`config.mk`:
```
export PLATFORM = sky130hd
export DESIGN_NAME = game_tick_scheduler
export DESIGN_NICKNAME = d
export VERILOG_FILES = /design/src/rtl/game_tick_scheduler.sv
export SDC_FILE = /design/constraint.sdc
export NUM_CORES = 1
export LEC_CHECK = 0
export CORE_MARGIN = 2
export CORE_UTILIZATION = 30
export CTS_CLUSTER_SIZE = 30
export DETAILED_ROUTE_END_ITERATION = 12
export HOLD_SLACK_MARGIN = 0.12
export SYNTH_ARGS = -nofsm -noshare
export SYNTH_HDL_FRONTEND = slang
export SYNTH_SLANG_ARGS = --single-unit
```
`constraint.sdc`:
```
create_clock -name clk_25MHz -period 11.43 [get_ports clk_25MHz]
set_input_delay 1.7145 -clock clk_25MHz [delete_from_list [all_inputs] [get_ports clk_25MHz]]
set_output_delay 1.7145 -clock clk_25MHz [all_outputs]
set_load 0.01 [all_outputs]
```
`src/rtl/game_tick_scheduler.sv`:
```
// game_tick_scheduler
// Central timing controller for the game logic. Produces single-cycle clock
// enables (not divided clocks) in the clk_25MHz domain:
//   bullet_tick - every BULLET_PERIOD running cycles
//   march_tick  - every march_period running cycles (shortened by speed-ups)
//   sec_tick    - every CLK_HZ running cycles
// A run/pause/over state machine gates all ticks.
//
// Ports:
//   clk_25MHz     in   system clock
//   reset_n       in   asynchronous active-low reset
//   start         in   level, begins a new game from IDLE/OVER
//   pause         in   level, freezes all timing while high
//   game_over     in   level, ends the game (highest priority)
//   speed_up_req  in   single-cycle request to shorten the march period
//   speed_up_ack  out  single-cycle acknowledge, one cycle after acceptance
//   march_tick    out  alien-march enable
//   bullet_tick   out  bullet-motion enable
//   sec_tick      out  one-second enable
//   running       out  high while the game is in RUN
//   march_period  out  current march period in cycles
module game_tick_scheduler #(
  parameter int CLK_HZ        = 25000000,
  parameter int BULLET_PERIOD = 250000,
  parameter int MARCH_BASE    = 12500000,
  parameter int MARCH_MIN     = 1250000,
  parameter int MARCH_STEP    = 250000,
  parameter int CNT_W         = 25
) (
  input  logic             clk_25MHz,
  input  logic             reset_n,
  input  logic             start,
  input  logic             pause,
  input  logic             game_over,
  input  logic             speed_up_req,
  output logic             speed_up_ack,
  output logic             march_tick,
  output logic             bullet_tick,
  output logic             sec_tick,
  output logic             running,
  output logic [CNT_W-1:0] march_period
);

  localparam logic [CNT_W-1:0] SEC_P    = CNT_W'(CLK_HZ);
  localparam logic [CNT_W-1:0] BULLET_P = CNT_W'(BULLET_PERIOD);
  localparam logic [CNT_W-1:0] BASE_P   = CNT_W'(MARCH_BASE);
  localparam logic [CNT_W-1:0] MIN_P    = CNT_W'(MARCH_MIN);
  localparam logic [CNT_W-1:0] STEP_P   = CNT_W'(MARCH_STEP);
  localparam logic [CNT_W-1:0] ONE      = CNT_W'(1);
  // Smallest period from which a full step can be taken without going below
  // the floor; one bit wider so the sum cannot overflow.
  localparam logic [CNT_W:0]   SAT_THRESH = (CNT_W+1)'(MARCH_MIN + MARCH_STEP);

  typedef enum logic [1:0] {
    S_IDLE   = 2'd0,
    S_RUN    = 2'd1,
    S_PAUSED = 2'd2,
    S_OVER   = 2'd3
  } state_t;

  state_t           state_q, state_d;
  logic [CNT_W-1:0] march_period_q, march_period_d;
  logic             ack_q, ack_d;
  logic             running_q, running_d;

  logic             advance;     // counters step on this edge
  logic             start_game;  // entering RUN from IDLE/OVER
  logic             accept;      // speed-up request taken on this edge

  // Next-state logic: game_over > pause > start.
  always_comb begin
    state_d = state_q;
    unique case (state_q)
      S_IDLE: begin
        if (start && !game_over) state_d = S_RUN;
      end
      S_RUN: begin
        if (game_over)  state_d = S_OVER;
        else if (pause) state_d = S_PAUSED;
      end
      S_PAUSED: begin
        if (game_over)   state_d = S_OVER;
        else if (!pause) state_d = S_RUN;
      end
      S_OVER: begin
        if (start && !game_over) state_d = S_RUN;
      end
      default: state_d = S_IDLE;
    endcase
  end

  // The resume edge out of PAUSED counts as a running edge, so a tick that
  // was held at P-1 by the pause fires on that very edge.
  always_comb begin
    advance    = (state_q == S_RUN || state_q == S_PAUSED) && (state_d == S_RUN);
    start_game = (state_q == S_IDLE || state_q == S_OVER) && (state_d == S_RUN);
    accept     = (state_q == S_RUN) && (state_d == S_RUN) && speed_up_req;
  end

  // March period: reload on a new game, saturating step-down on a speed-up.
  always_comb begin
    march_period_d = march_period_q;
    ack_d          = accept;
    running_d      = (state_d == S_RUN);
    if (start_game) begin
      march_period_d = BASE_P;
    end else if (accept) begin
      if ({1'b0, march_period_q} >= SAT_THRESH) march_period_d = march_period_q - STEP_P;
      else                                      march_period_d = MIN_P;
    end
  end

  always_ff @(posedge clk_25MHz or negedge reset_n) begin
    if (!reset_n) begin
      state_q        <= S_IDLE;
      march_period_q <= BASE_P;
      ack_q          <= 1'b0;
      running_q      <= 1'b0;
    end else begin
      state_q        <= state_d;
      march_period_q <= march_period_d;
      ack_q          <= ack_d;
      running_q      <= running_d;
    end
  end

  // Three identical tick channels; channel 0 = bullet, 1 = march, 2 = second.
  logic [CNT_W-1:0] period_w [3];
  logic             tick_w   [3];

  assign period_w[0] = BULLET_P;
  assign period_w[1] = march_period_q;
  assign period_w[2] = SEC_P;

  genvar gi;
  generate
    for (gi = 0; gi < 3; gi++) begin : g_chan
      logic [CNT_W-1:0] cnt_q, cnt_d;
      logic             tick_q, tick_d;

      always_comb begin
        cnt_d  = cnt_q;
        tick_d = 1'b0;
        if (advance) begin
          // >= rather than == so a period shortened below the current count
          // fires on the next edge instead of wrapping around.
          if (cnt_q >= period_w[gi] - ONE) begin
            cnt_d  = '0;
            tick_d = 1'b1;
          end else begin
            cnt_d = cnt_q + ONE;
          end
        end else if (start_game || state_d == S_IDLE || state_d == S_OVER) begin
          cnt_d = '0;
        end
        // Otherwise (entering or staying in PAUSED) the count is frozen, even
        // at P-1, so a suppressed tick is delivered after resume.
      end

      always_ff @(posedge clk_25MHz or negedge reset_n) begin
        if (!reset_n) begin
          cnt_q  <= '0;
          tick_q <= 1'b0;
        end else begin
          cnt_q  <= cnt_d;
          tick_q <= tick_d;
        end
      end

      assign tick_w[gi] = tick_q;
    end
  endgenerate

  assign bullet_tick  = tick_w[0];
  assign march_tick   = tick_w[1];
  assign sec_tick     = tick_w[2];
  assign speed_up_ack = ack_q;
  assign running      = running_q;
  assign march_period = march_period_q;

endmodule
```
* Word-level counts from Yosys, hierarchy flattened
Index checks and enable logic that the tools add are counted. Widths: inputs -> output; s select.
Cells by class: order comparisons 4, $mul 0, equal/unequal tests 5, $add $sub $neg 5, shift operators 0, mux-type cells 22, div/mod/pow operators 0, bitwise logic cells 0, reductions and logical operators 15
Operators with widths (number):
- $mux 25 | 10
- $add 25x1->25 const B | 3
- $ge 25x18->1 const B | 1
- $ge 25x21->1 const B | 1
- $ge 25x25->1 | 1
- $ge 25x25->1 const B | 1
- $sub 25x1->25 const B | 1
- $sub 25x18->25 const B | 1
- $mux 2 | 5
- $eq 2x2->1 const B | 3
- $mux 1 | 6
- $pmux 2 s3 | 1
- $logic_and 1x1->1 | 5
- $eq 2x1->1 const B | 2
- $logic_not 2->1 | 2
- $logic_or 1x1->1 | 4
- $reduce_bool 2->1 | 2
- $reduce_or 2->1 | 1
- $logic_not 1->1 | 1
Word-level totals: latch bits 0, bits in writable memories 0, memories 0, flip-flop bits (word level) 107, ROM bits 0

* Depth between registers and ports, before layout
depth after elaboration 10, gate-level depth with buffers 16, depth with buffers taken out 14

* Worst setup path before layout
No wires, ideal clock.
path kind reg-to-reg, start point register march_period_q[8], in the netlist march_period[8], end point register g_chan[1].cnt_q[14], path slack 7.681 ns, cell stages (with the launch flop) 16, arrival time 3.623 ns, setup time 0.126 ns, required time 11.304 ns, period minus slack after synthesis 3.749 ns, path buffers 2, cell sequence dfrtp_1 buf_2 nor2_1 nand3_1 or4_1 or4b_1 nor2_1 xnor2_1 ha_1 nand4_1 nor3_1 o2111ai_1 and4bb_1 buf_4 and3_1 a221o_1
On the way: cells in the longest elaborated chain, start to end 4
Ends and longest elaborated chain:
- from (decl) | RTL line 62 | logic [CNT_W-1:0] march_period_q, march_period_d;
- from (signal assigned) | RTL line 121 | march_period_q <= march_period_d;
- $sub 25x1->25 | RTL line 147 | if (cnt_q >= period_w[gi] - ONE) begin
- $ge 25x25->1 | RTL line 147
- $mux 25 | RTL line 147
- $mux 25 | RTL line 144 | if (advance) begin
- to (signal assigned) | RTL line 165 | cnt_q <= cnt_d;
- to (decl) | RTL line 138 | logic [CNT_W-1:0] cnt_q, cnt_d;
No other way between the ends. A chain may end at the register's enable or synchronous reset.

* Worst setup path after layout
start point register march_period_q[4], in the netlist march_period[4], end point register g_chan[1].cnt_q[14]
The elaborated chain is that of the path after synthesis.

==> metrics.txt <==
status finished, final reports clean; Placer Congestion between 0.7 and 0.8; CP max FO 47; Die Width approximately 150 um; GRT Overall Usage 13.9%; setup slack, reg-to-reg slightly below 7 ns; number of flops mapped to enable cells by yosys 0; PortBufs 31; area of the mapped netlist ~6600 um2; clk_lat worst skew between 0.3 and 0.4 ns; post-CTS setup buffer count 0; H-tree levels 3; Post-Route M1 WL between 7000 and 8000 um; Final #Nets 796; Max Fclk approximately 220 MHz; gr ovfl total 0; HPWL Detailed approximately 11000 um; worst min-delay path class register to register; LEAKAGE ~3.0 nW; antenna cell count 0; final setup fails 0; vias in the first global route 5285; Die H approximately 150 um; maximum vdd drop approximately 0.10 mV; initial antenna violation count 0; hold_sp g_chan[2].cnt_q[19]; Simple-Gate Fraction of Synth Area ~24%; FF-to-FF path depth 15; # DRC 0; FP Rows 54; largest family of logic cells by synthesized area simple AND/OR/NAND/NOR gates; WL met3 about 550 um; Critical Setup Path Class register to register; Worst EP required roughly 12 ns; cts bufs inserted 9; xor-xnor portion of the synthesized cell area 3.07%; Vias ~5600; adder-cell share of the synthesized area ~5.7%; Worst Skew 0.0106 ns; unrepaired setup endpoints after global routing no; Clock Sinks between 100 and 150; reg-to-reg critical path endpoint g_chan[1].cnt_q[14]; Reg clk slew, reported paths about 0.07 ns; Endpoint, Worst Hold g_chan[2].cnt_q[19]; layout cells sized above 1 between 6 and 7%; First-pass DRT Iterations 4; largest net degree at the start of global routing 71; WL met2 ~7600 um; critical path endpoint category register; Root Buffer clkbuf_16; Power Density 203 nW/um2; TritonCTS clock tree done; Die Area approximately 23000 um2; Max Cap Violations 0; fin. max-slew vios 0; drt wl/cell approximately 15 um; Final Hold Violating Endpoints 0; count of cell types in the netlist 73; Mean Syn Cell Area 8.76 um2; highest metal used met4; Worst-Margin Slew ~1.1 ns; initial core utilization between 30 and 40%; first-pass GRT wire length between 20000 and 30000 um; WP data arrival 4.72 ns; Iteration-0 DRC Markers about 340; worst r2r src march_period[4]; Synth warnings 0; Final Critical Period 4.49 ns; WL final approximately 16000 um; Final Cycle Share roughly two fifths; Hold-fix buffers, CTS 0; Slew HR 24.2%; Synth Instances between 700 and 800; Post-CTS Resized 0; Primary FF master, synth dfrtp_1; multiplexer area fraction after synthesis less than 1%; worst setup margin 6.94 ns; total negative slack 0 ns; number of fillers in the final layout between 2000 and 2500; Async S/R FF share, synth 100%; Synth Area in Compound Gates around 22%; Hold Path Cell Cnt 1; worst-case clock buffer depth 2; IO Pins 36; core outline area approximately 22000 um2; DR vias/cell roughly 5.4; pre-CTS WS 6.78 ns; post-synthesis sequential area ratio between 30% and 40%; Yosys reg bits between 100 and 150; Worst setup SP type register; area delta synth->final 12.0%; Final ANT Viol Nets 0
-- how the worst max path moves through the flow --
stage,cells after the start,start,to
final,15,march_period[4],g_chan[1].cnt_q[14]
after global routing,15,march_period[4],g_chan[1].cnt_q[14]
after CTS,15,march_period[4],g_chan[1].cnt_q[14]
after floorplan,15,march_period[8],g_chan[1].cnt_q[14]
after detailed placement,8,pause,g_chan[0].cnt_q[24]
after global placement,8,pause,g_chan[0].cnt_q[18]
-- critical path, cell delays in order (launching register included) --
cell	delay, ns
dfrtp_1	0.50
inv_1	0.19
ha_1	0.22
nand3_1	0.12
or4_1	0.46
or4b_1	0.57
nor2_1	0.17
xnor2_1	0.09
ha_1	0.30
nand4_1	0.13
nor3_1	0.42
o2111ai_1	0.22
and4bb_1	0.25
buf_4	0.27
and3_1	0.22
a221o_1	0.25
-- area by class of cell --
cell class / count / area (um2) / share of cell area (%)
Tap cell: 280 / 350 / 4.77
Multi-Input combinational cell: 592 / 3700 / 50.4
Sequential cell: 103 / 2590 / 35.3
Timing Repair Buffer: 33 / 323 / 4.40
Inverter: 21 / 78.8 / 1.07
Clock buffer: 10 / 229 / 3.12
Clock inverter: 6 / 66.3 / 0.903
-- per-layer routing --
layer	track usage (%)	vias up
li1	-	2813
met1	18.8	2711
met2	23.7	91
met3	2.17	12
met4	2.80	0
met5	0	-
-- registers in the layout (all words and copies together), names as in the netlist --
name	cells
march_period	21
speed_up_ack	1
march_tick	1
sec_tick	1
state_q	2
g_chan.cnt_q	75
running	1
bullet_tick	1
-- cell families after synthesis --
| group | count (synthesis) |
|---|---|
| compound gates | 216 |
| xor+xnor | 23 |
| fa+ha+maj | 30 |
| buf+inv | 56 |
| flops | 103 |
| mux | 5 |
| other cells | 1 |
| simple gates | 314 |
-- cell usage after synthesis, types with 17 or more instances --
master,n,area (um2)
and3_1,17,106
nand2_1,80,300
ha_1,30,375
o21ai_0,44,220
nand3_1,50,250
nand4_1,22,138
a21oi_1,48,240
dfrtp_1,91,2280
a31oi_1,31,194
nor2_1,56,210
inv_1,20,75.1
or3_1,17,106
-- layout by cell type, fill, tap and decap left out, drive strengths merged, types with 5 or more instances in the layout --
cell type / n
clkdlybuf4s50: 30
dfrtp: 91
a22o: 12
or3: 17
nand2b: 8
o21ai: 47
or2: 5
nor4: 9
nor3: 14
a41oi: 9
nand2: 80
xnor2: 14
a21o: 11
dfstp: 12
and3: 17
a21oi: 51
nand3: 50
clkbuf: 10
and2: 7
xor2: 9
nand4: 22
inv: 23
nor2b: 8
o311ai: 8
a31oi: 31
and4: 5
ha: 30
nor2: 57
-- power by group --
| group | total (mW) | switching (mW) | internal (mW) | leakage (nW) |
|---|---|---|---|---|
| combinational | 0.684 | 0.444 | 0.240 | 1.47 |
| clock | 0.316 | 0.144 | 0.171 | 0.147 |
| sequential | 0.492 | 0.0794 | 0.413 | 1.39 |
-- metrics by stage --
step	total power, mW	hold slack (ns)	cell area, um2	std cells	utilization [%]
2_1_floorplan	1.00	0.452	6570	751	-
4_1_cts	1.50	0.497	7340	1045	34.0
5_1_grt	1.61	0.506	7340	1045	34.0
3_3_place_gp	1.17	0.480	7050	1029	32.6
3_5_place_dp	1.18	0.487	7050	1029	32.6
6_report	1.49	0.494	7340	1045	34.0
(Power assumes the default switching activity.)
